## src/rtl/uart_tx_fifo.sv

```systemverilog
// uart_tx_fifo: byte FIFO feeding an 8N1 UART transmitter (LSB first).
// A producer can burst bytes through a valid/ready handshake while the
// serialiser drains the FIFO with back-to-back, gap-free frames.
// Optional feature: define UART_TX_PARITY_EN to insert an even-parity bit
// between the data bits and the stop bit (8E1 framing).
module uart_tx_fifo #(
   parameter int DELAY_FRAMES    = 234,
   parameter int FIFO_DEPTH_LOG2 = 4
) (
   input  logic                       clk,
   input  logic                       rst,
   input  logic [7:0]                 tx_data,
   input  logic                       tx_valid,
   output logic                       tx_ready,
   output logic                       uart_tx,
   output logic                       busy,
   output logic [FIFO_DEPTH_LOG2:0]   fifo_count
);

   localparam int DEPTH = 2 ** FIFO_DEPTH_LOG2;
   localparam int PTR_W = FIFO_DEPTH_LOG2;
   localparam int CW    = FIFO_DEPTH_LOG2 + 1;
   localparam int CNT_W = $clog2(DELAY_FRAMES);

   localparam logic [CW-1:0]    FULL_COUNT = CW'(DEPTH);
   localparam logic [CNT_W-1:0] LAST_TICK  = CNT_W'(DELAY_FRAMES - 1);

   localparam logic [2:0] IDLE   = 3'd0;
   localparam logic [2:0] START  = 3'd1;
   localparam logic [2:0] DATA   = 3'd2;
   localparam logic [2:0] STOP   = 3'd4;
`ifdef UART_TX_PARITY_EN
   localparam logic [2:0] PARITY = 3'd3;
`endif

   logic [7:0]       mem [DEPTH];
   logic [PTR_W-1:0] wr_ptr;
   logic [PTR_W-1:0] rd_ptr;
   logic [CW-1:0]    count_next;

   logic [2:0]       state;
   logic [CNT_W-1:0] baud_cnt;
   logic [2:0]       bit_idx;
   logic [7:0]       shift_reg;
`ifdef UART_TX_PARITY_EN
   logic             parity_bit;
`endif

   logic             push;
   logic             pop;
   logic             bit_end;
   logic             fifo_empty;

   assign fifo_empty = (fifo_count == '0);
   assign push       = tx_valid & tx_ready;
   assign bit_end    = (baud_cnt == LAST_TICK);
   // A byte leaves the FIFO either from idle or right at the end of a stop bit,
   // which is what makes consecutive frames contiguous.
   assign pop        = !fifo_empty && ((state == IDLE) || ((state == STOP) && bit_end));
   assign busy       = (state != IDLE) || !fifo_empty;

   // Next occupancy: a simultaneous push and pop leaves the count unchanged.
   always_comb begin
      count_next = fifo_count;
      if (push && !pop) begin
         count_next = fifo_count + CW'(1);
      end else if (pop && !push) begin
         count_next = fifo_count - CW'(1);
      end
   end

   // FIFO storage; written only on an accepted handshake, never reset.
   always_ff @(posedge clk) begin
      if (push) begin
         mem[wr_ptr] <= tx_data;
      end
   end

   // FIFO pointers, occupancy and the registered ready flag, which tracks the
   // new count on the same edge so a full FIFO can never accept a byte.
   always_ff @(posedge clk or posedge rst) begin
      if (rst) begin
         wr_ptr     <= '0;
         rd_ptr     <= '0;
         fifo_count <= '0;
         tx_ready   <= 1'b1;
      end else begin
         if (push) begin
            wr_ptr <= wr_ptr + PTR_W'(1);
         end
         if (pop) begin
            rd_ptr <= rd_ptr + PTR_W'(1);
         end
         fifo_count <= count_next;
         tx_ready   <= (count_next != FULL_COUNT);
      end
   end

   // Serialiser: each state or data bit lasts DELAY_FRAMES clocks; uart_tx is
   // registered, so it is loaded with the value of the state being entered.
   always_ff @(posedge clk or posedge rst) begin
      if (rst) begin
         state      <= IDLE;
         baud_cnt   <= '0;
         bit_idx    <= '0;
         shift_reg  <= '0;
         uart_tx    <= 1'b1;
`ifdef UART_TX_PARITY_EN
         parity_bit <= 1'b0;
`endif
      end else begin
         case (state)
            IDLE: begin
               uart_tx  <= 1'b1;
               baud_cnt <= '0;
               if (pop) begin
                  shift_reg  <= mem[rd_ptr];
`ifdef UART_TX_PARITY_EN
                  parity_bit <= ^mem[rd_ptr];
`endif
                  bit_idx    <= '0;
                  state      <= START;
                  uart_tx    <= 1'b0;
               end
            end
            START: begin
               if (bit_end) begin
                  baud_cnt <= '0;
                  bit_idx  <= '0;
                  state    <= DATA;
                  uart_tx  <= shift_reg[0];
               end else begin
                  baud_cnt <= baud_cnt + CNT_W'(1);
               end
            end
            DATA: begin
               if (bit_end) begin
                  baud_cnt  <= '0;
                  bit_idx   <= bit_idx + 3'd1;
                  shift_reg <= shift_reg >> 1;
                  if (bit_idx == 3'd7) begin
`ifdef UART_TX_PARITY_EN
                     state   <= PARITY;
                     uart_tx <= parity_bit;
`else
                     state   <= STOP;
                     uart_tx <= 1'b1;
`endif
                  end else begin
                     uart_tx <= shift_reg[1];
                  end
               end else begin
                  baud_cnt <= baud_cnt + CNT_W'(1);
               end
            end
`ifdef UART_TX_PARITY_EN
            PARITY: begin
               if (bit_end) begin
                  baud_cnt <= '0;
                  state    <= STOP;
                  uart_tx  <= 1'b1;
               end else begin
                  baud_cnt <= baud_cnt + CNT_W'(1);
               end
            end
`endif
            STOP: begin
               if (bit_end) begin
                  baud_cnt <= '0;
                  if (pop) begin
                     shift_reg  <= mem[rd_ptr];
`ifdef UART_TX_PARITY_EN
                     parity_bit <= ^mem[rd_ptr];
`endif
                     bit_idx    <= '0;
                     state      <= START;
                     uart_tx    <= 1'b0;
                  end else begin
                     state   <= IDLE;
                     uart_tx <= 1'b1;
                  end
               end else begin
                  baud_cnt <= baud_cnt + CNT_W'(1);
               end
            end
            default: begin
               state    <= IDLE;
               baud_cnt <= '0;
               uart_tx  <= 1'b1;
            end
         endcase
      end
   end

endmodule

```

## config.mk

```make
export PLATFORM = sky130hd
export DESIGN_NAME = uart_tx_fifo
export DESIGN_NICKNAME = d
export VERILOG_FILES = /design/src/rtl/uart_tx_fifo.sv
export SDC_FILE = /design/constraint.sdc
export NUM_CORES = 1
export LEC_CHECK = 0
export ABC_AREA = 1
export BUFFER_PORTS_ARGS = -buffer_cell sky130_fd_sc_hd__buf_2
export CORE_UTILIZATION = 30
export CTS_CLUSTER_DIAMETER = 100
export DETAILED_ROUTE_END_ITERATION = 6
export PLACE_DENSITY = 0.47
export SLEW_MARGIN = 20
export SYNTH_ARGS = -nofsm -noshare
export SYNTH_HDL_FRONTEND = slang
export SYNTH_SLANG_ARGS = --single-unit
```

## constraint.sdc

```tcl
create_clock -name clk -period 1.7 [get_ports clk]
set_input_delay 0.255 -clock clk [delete_from_list [all_inputs] [get_ports clk]]
set_output_delay 0.255 -clock clk [all_outputs]
set_load 0.1 [all_outputs]
```

### After elaboration in Yosys (flattened, before gate mapping)

Memories as Yosys holds them, arrays and structs flattened.
Index checks and enable logic that the tools add are counted.

* $add $sub $neg: 6
* equality and inequality tests: 11
* muxes and demuxes: 28
* bitwise logic cells: 1
* reductions and logical operators: 19

Operators by type and width (number)
* two-way mux 8 bit: 5
* two-way mux 3 bit: 9
* case mux 3 bit (4 select lines): 2
* case mux 8 bit (3 select lines): 1
* two-way mux 5 bit: 2
* inequality test 2 bit, second input constant: 5
* adder 4 x 1 -> 4 bit, second input constant: 2
* adder 8 x 1 -> 8 bit, second input constant: 1
* == test 8 bit, second input constant: 1
* two-way mux 1 bit: 8
* == test 3 bit, second input constant: 2
* AND reduction 3 bit: 2
* nonzero test 3 bit: 2
* adder 5 x 1 -> 5 bit, second input constant: 1
* zero test 5 bit: 1
* inequality test 5 bit, second input constant: 1
* AND reduction 5 bit: 1
* subtractor 5 x 1 -> 5 bit, second input constant: 1
* logical AND 1 bit: 4
* case mux 1 bit (4 select lines): 1
* AND reduction 4 bit: 1
* nonzero test 4 bit: 1
* adder 3 x 1 -> 3 bit, second input constant: 1
* == test 3 x 1 -> 1 bit, second input constant: 1
* 6 further kinds: 9

* bits in registers: 37
* memory bits (writable): 128
* bits of input ports: 11
* word-level logic and storage cells: 75
* memories kept: 1

Memory list
* mem: depth 16, width 8, rd ports 1, clocked after memory_dff 0, write ports 1, RTL line 36 `logic [7:0] mem [DEPTH];`

### Depth between registers and ports, before layout

* word-level depth: 8
* depth in mapped cells: 13
* mapped depth without buffers: 13

### Least setup slack after synthesis

OpenSTA, ideal clock, no wires.

* path type: reg-to-reg
* from: reg fifo_count[0]
* to: reg state[2]
* setup time: 0.141 ns
* data arrival time: 3.000 ns
* data required time: 1.559 ns
* slack: -1.440 ns
* stages on the path, launching flop included: 8
* path buffers: 0
* path through: dfrtp_1 > inv_1 > ha_1 > inv_1 > nor2_1 > nand4_1 > o211ai_1 > o22ai_1

* longest elaborated chain between the ends: 5

Ends and longest elaborated chain
* from (decl): RTL line 17 `output logic [FIFO_DEPTH_LOG2:0] fifo_count`
* from (signal assigned): RTL line 94 `fifo_count <= count_next;`
* zero test 5 bit: RTL line 54 `assign fifo_empty = (fifo_count == '0);`
* zero test 1 bit: RTL line 59 `assign pop = !fifo_empty && ((state == IDLE) || ((state == STOP) && bit_end));`
* logical AND 1 bit: RTL line 59
* inequality test 2 bit (no line)
* AND reduction 5 bit (no line)
* to (signal assigned): RTL line 103 `state <= IDLE;`
* to (signal assigned): RTL line 122 `state <= START;`
* to (signal assigned): RTL line 130 `state <= DATA;`
* to (decl): RTL line 41 `logic [2:0] state;`

No other way between the ends.
A chain may end at the register's enable or synchronous reset.

### Worst setup path in the final report

* from: reg fifo_count[0]
* to: out busy

* longest elaborated chain between the ends: 3

Ends and longest elaborated chain
* zero test 5 bit: RTL line 54
* zero test 1 bit: RTL line 60 `assign busy = (state != IDLE) || !fifo_empty;`
* logical OR 1 bit: RTL line 60
* to (decl): RTL line 16 `output logic busy,`

No other way between the ends.

==> summary.md <==
| Metric | Value |
|---|---|
| Synth Net Count | `654` |
| Clock power share | `34.8%` |
| CTS tree | `done` |
| Fill count | `2218` |
| Proportion of layout cells with a drive suffix above 1 | `21.12%` |
| Mapped Area | `0.007076 sq mm` |
| HPWL after DPL | `12080 um` |
| Final WL | `17270 um` |
| Yosys top cell area share | `54.32%` |
| Setup tns final | `-159.5 ps` |
| Max reg flops | `128` |
| Final setup fails | `1` |
| Met1 wire length | `7830 um` |
| F_max | `0.5378 GHz` |
| Most frequent cells in the layout | `edfxtp_1 (128), nand2_1 (93), nor2_1 (84), o21ai_0 (60), nand3_1 (39)` |
| Area growth syn-to-layout | `22.28%` |
| Crit Path Max Fanout | `2` |
| Commonest non-fill, non-tap cell in the layout | `edfxtp_1` |
| Syn_area_per_cell | `11.21 sq um` |
| Pwr Density | `1233 mW/mm^2` |
| Synth top area cells | `edfxtp_1 (54%), dfrtp_1 (12%), nor2_1 (5.5%)` |
| Post-Synthesis Cells | `631` |
| P_leak | `3.146 nW` |
| Largest net degree at the start of global routing | `38` |
| Max Buffers Root-to-Sink | `2` |
| Routed wl met3 | `513 um` |
| CP required | `1440 ps` |
| Area of the multi-input gates | `0.002263 sq mm` |
| R2R depth | `11` |
| CTS sink cnt | `165` |
| Largest area contributor in the netlist | `edfxtp_1` |
| Critical Path AT | `1600 ps` |
| Tot GR Track Use | `15.36%` |
| Final core occ | `37.76%` |
| Post-route ant nets | `0` |
| # diodes | `0` |
| Crit share post-route | `109.4%` |
| Core Rows | `55` |
| Port Buf Inserts | `18` |
| Starting Density | `30.88%` |
| Sequential power share | `47.0%` |
| Hold Violations, Final | `0` |
| Wire per inst | `17.12 um` |
| Number of DRC markers in iteration 0 | `309` |
| DRC errors left | `0` |
| Internal | `0.007483 W` |
| Post-synth cell types | `33` |
| Worst-Margin Slew | `505.4 ps` |
| Final worst setup slack | `-159.5 ps` |
| Clock transition at path regs | `60 ps` |
| Status | `finished, violations left` |
| CP Class | `reg -> out` |
| Root Driver | `clkbuf_16` |
| # IOs | `19` |
| Post-layout min period | `1859 ps` |
| Switch share | `29.86%` |
| Max-slew headroom | `66.31%` |
| DRT Pass-1 Iters | `5` |
| Cts bufs inserted | `17` |
| Ys Warns | `0` |
| Final Slew Violations | `0` |
| Setup Skew | `15.67 ps` |
| Peak VDD IR | `751.2 uV` |
| Vias per cell | `4.675` |
| Final net count | `706` |
| First-pass GRT wire length | `27420 um` |
| H-tree levels | `4` |
| Sequential cell area | `0.004792 sq mm` |
| Core area | `0.02292 sq mm` |
| GPL Wtd Cong | `0.7832` |
| NetSw | `0.003186 W` |
| Unrepaired setup endpoints after global routing | `yes` |
| Critical Path Sink Type | `output pin` |
| Vias | `4717` |
| Hold depth | `4` |
| Sequential share of the synthesized area | `67.44%` |
| Hold crit path type | `in -> reg` |
| Top sig layer | `met4` |
| Die height | `155.6 um` |
| GRT overflow | `0` |
| Vias in the first global route | `4793` |
| Die width | `155.6 um` |
| Die area | `0.02420 sq mm` |
| Clk Latency, worst-skew pair | `420 ps` |
| Max-Cap Viols | `0` |
| Failing checks | `setup timing` |
| Synth Register Bits | `165` |
| CP Launch Type | `flip-flop` |
| Initial antenna violation count | `0` |
| WL met2 | `8629 um` |
| Comb pwr share | `18.3%` |
-- metal layers --
layer	GRT usage, %	vias to the layer above
met5	0	-
met4	5.649	0
met3	2.250	17
met2	25.54	74
met1	20.36	2311
li1	-	2315
-- through the flow --
stage / power (W) / std cells / area (sq um) / hold WS (ps) / setup WS [ps]
final: 0.01067 / 1009 / 8652 / 210.5 / -159.5
after global routing: 0.01112 / 1009 / 8652 / 223.4 / -241.4
after CTS: 0.01077 / 1005 / 8593 / 202.3 / -208.5
after detailed placement: 0.007037 / 970 / 7978 / 411.8 / -208.3
after global placement: 0.007001 / 970 / 7978 / 406.2 / -231.8
after floorplan: 0.006500 / 631 / 7298 / 353.9 / -955.6
-- final timing paths --
path / slack, ps / endpoint / from
hold / removal: 210 / wr_ptr[1] / tx_valid
max in group asynchronous: 810 / fifo_count[2] / rst
setup / recovery: -160 / busy / fifo_count[0]
hold reg to reg: 480 / shift_reg[6] / shift_reg[6]
min in group asynchronous: 500 / wr_ptr[2] / rst
setup reg to reg: 10 / shift_reg[3] / fifo_count[1]
-- cell usage after synthesis --
cell type,number
edfxtp_1,128
nor2_1,103
nand2_1,100
o21ai_0,65
nand3_1,41
dfrtp_1,35
inv_1,30
o211ai_1,22
clkbuf_1,15
a21oi_1,13
ha_1,12
xor2_1,12
buf_2,7
nand4_1,7
inv_2,5
o22ai_1,5
nand2_2,4
o21ai_1,4
clkinv_1,3
o221ai_1,3
dfstp_2,2
nand2_4,2
nor2_2,2
nor3_1,2
a21boi_4,1
a21oi_2,1
a21oi_4,1
buf_1,1
buf_4,1
buf_6,1
nand3_2,1
nor3_4,1
o31ai_1,1
-- power groups by stage --
stage	clock network, W	logic, W	registers (W)
detailed placement	0	0.00195	0.00509
global placement	0	0.00192	0.00508
global route	0.00396	0.00211	0.00505
finish	0.00371	0.00195	0.00501
CTS	0.00379	0.00197	0.00501
floorplan	0	0.00105	0.00545
-- kinds of logic after synthesis --
kind of cell               Yosys count  synth area share [%]
and+or+nand+nor                    263                 15.65
DFF                                165                 67.44
AOI/OAI and AO/OA                  116                 9.673
buffers and inverters               63                 3.625
xor gates and xnor gates            12                 1.485
adders and majority gates           12                 2.122
-- critical path, stage by stage (launching register included) --
cell and delay, ps:
dfrtp_4 490, inv_4 70, ha_4 120, inv_2 30, nor2_4 100, nand4_1 160, buf_8 220
-- area by class of cell --
| type | instances | area share [%] |
|---|---|---|
| tap | 313 | 4.526 |
| inverter | 38 | 1.866 |
| multi-input combinational | 403 | 26.16 |
| clock buffer | 23 | 5.293 |
| clock inverter | 9 | 1.229 |
| timing repair buffer | 58 | 5.539 |
| sequential | 165 | 55.39 |
-- what timing repair did --
item | in CTS | in global routing
endpoints found under the setup margin | 9 | 14
resized for setup | 10 | 11
buffers inserted | 2 | 4
hold buffers | 1 | 0
hold endpoints to repair | 35 | 0
pin swaps | 1 | 4
No activity file was read; power rests on OpenSTA's default activity.
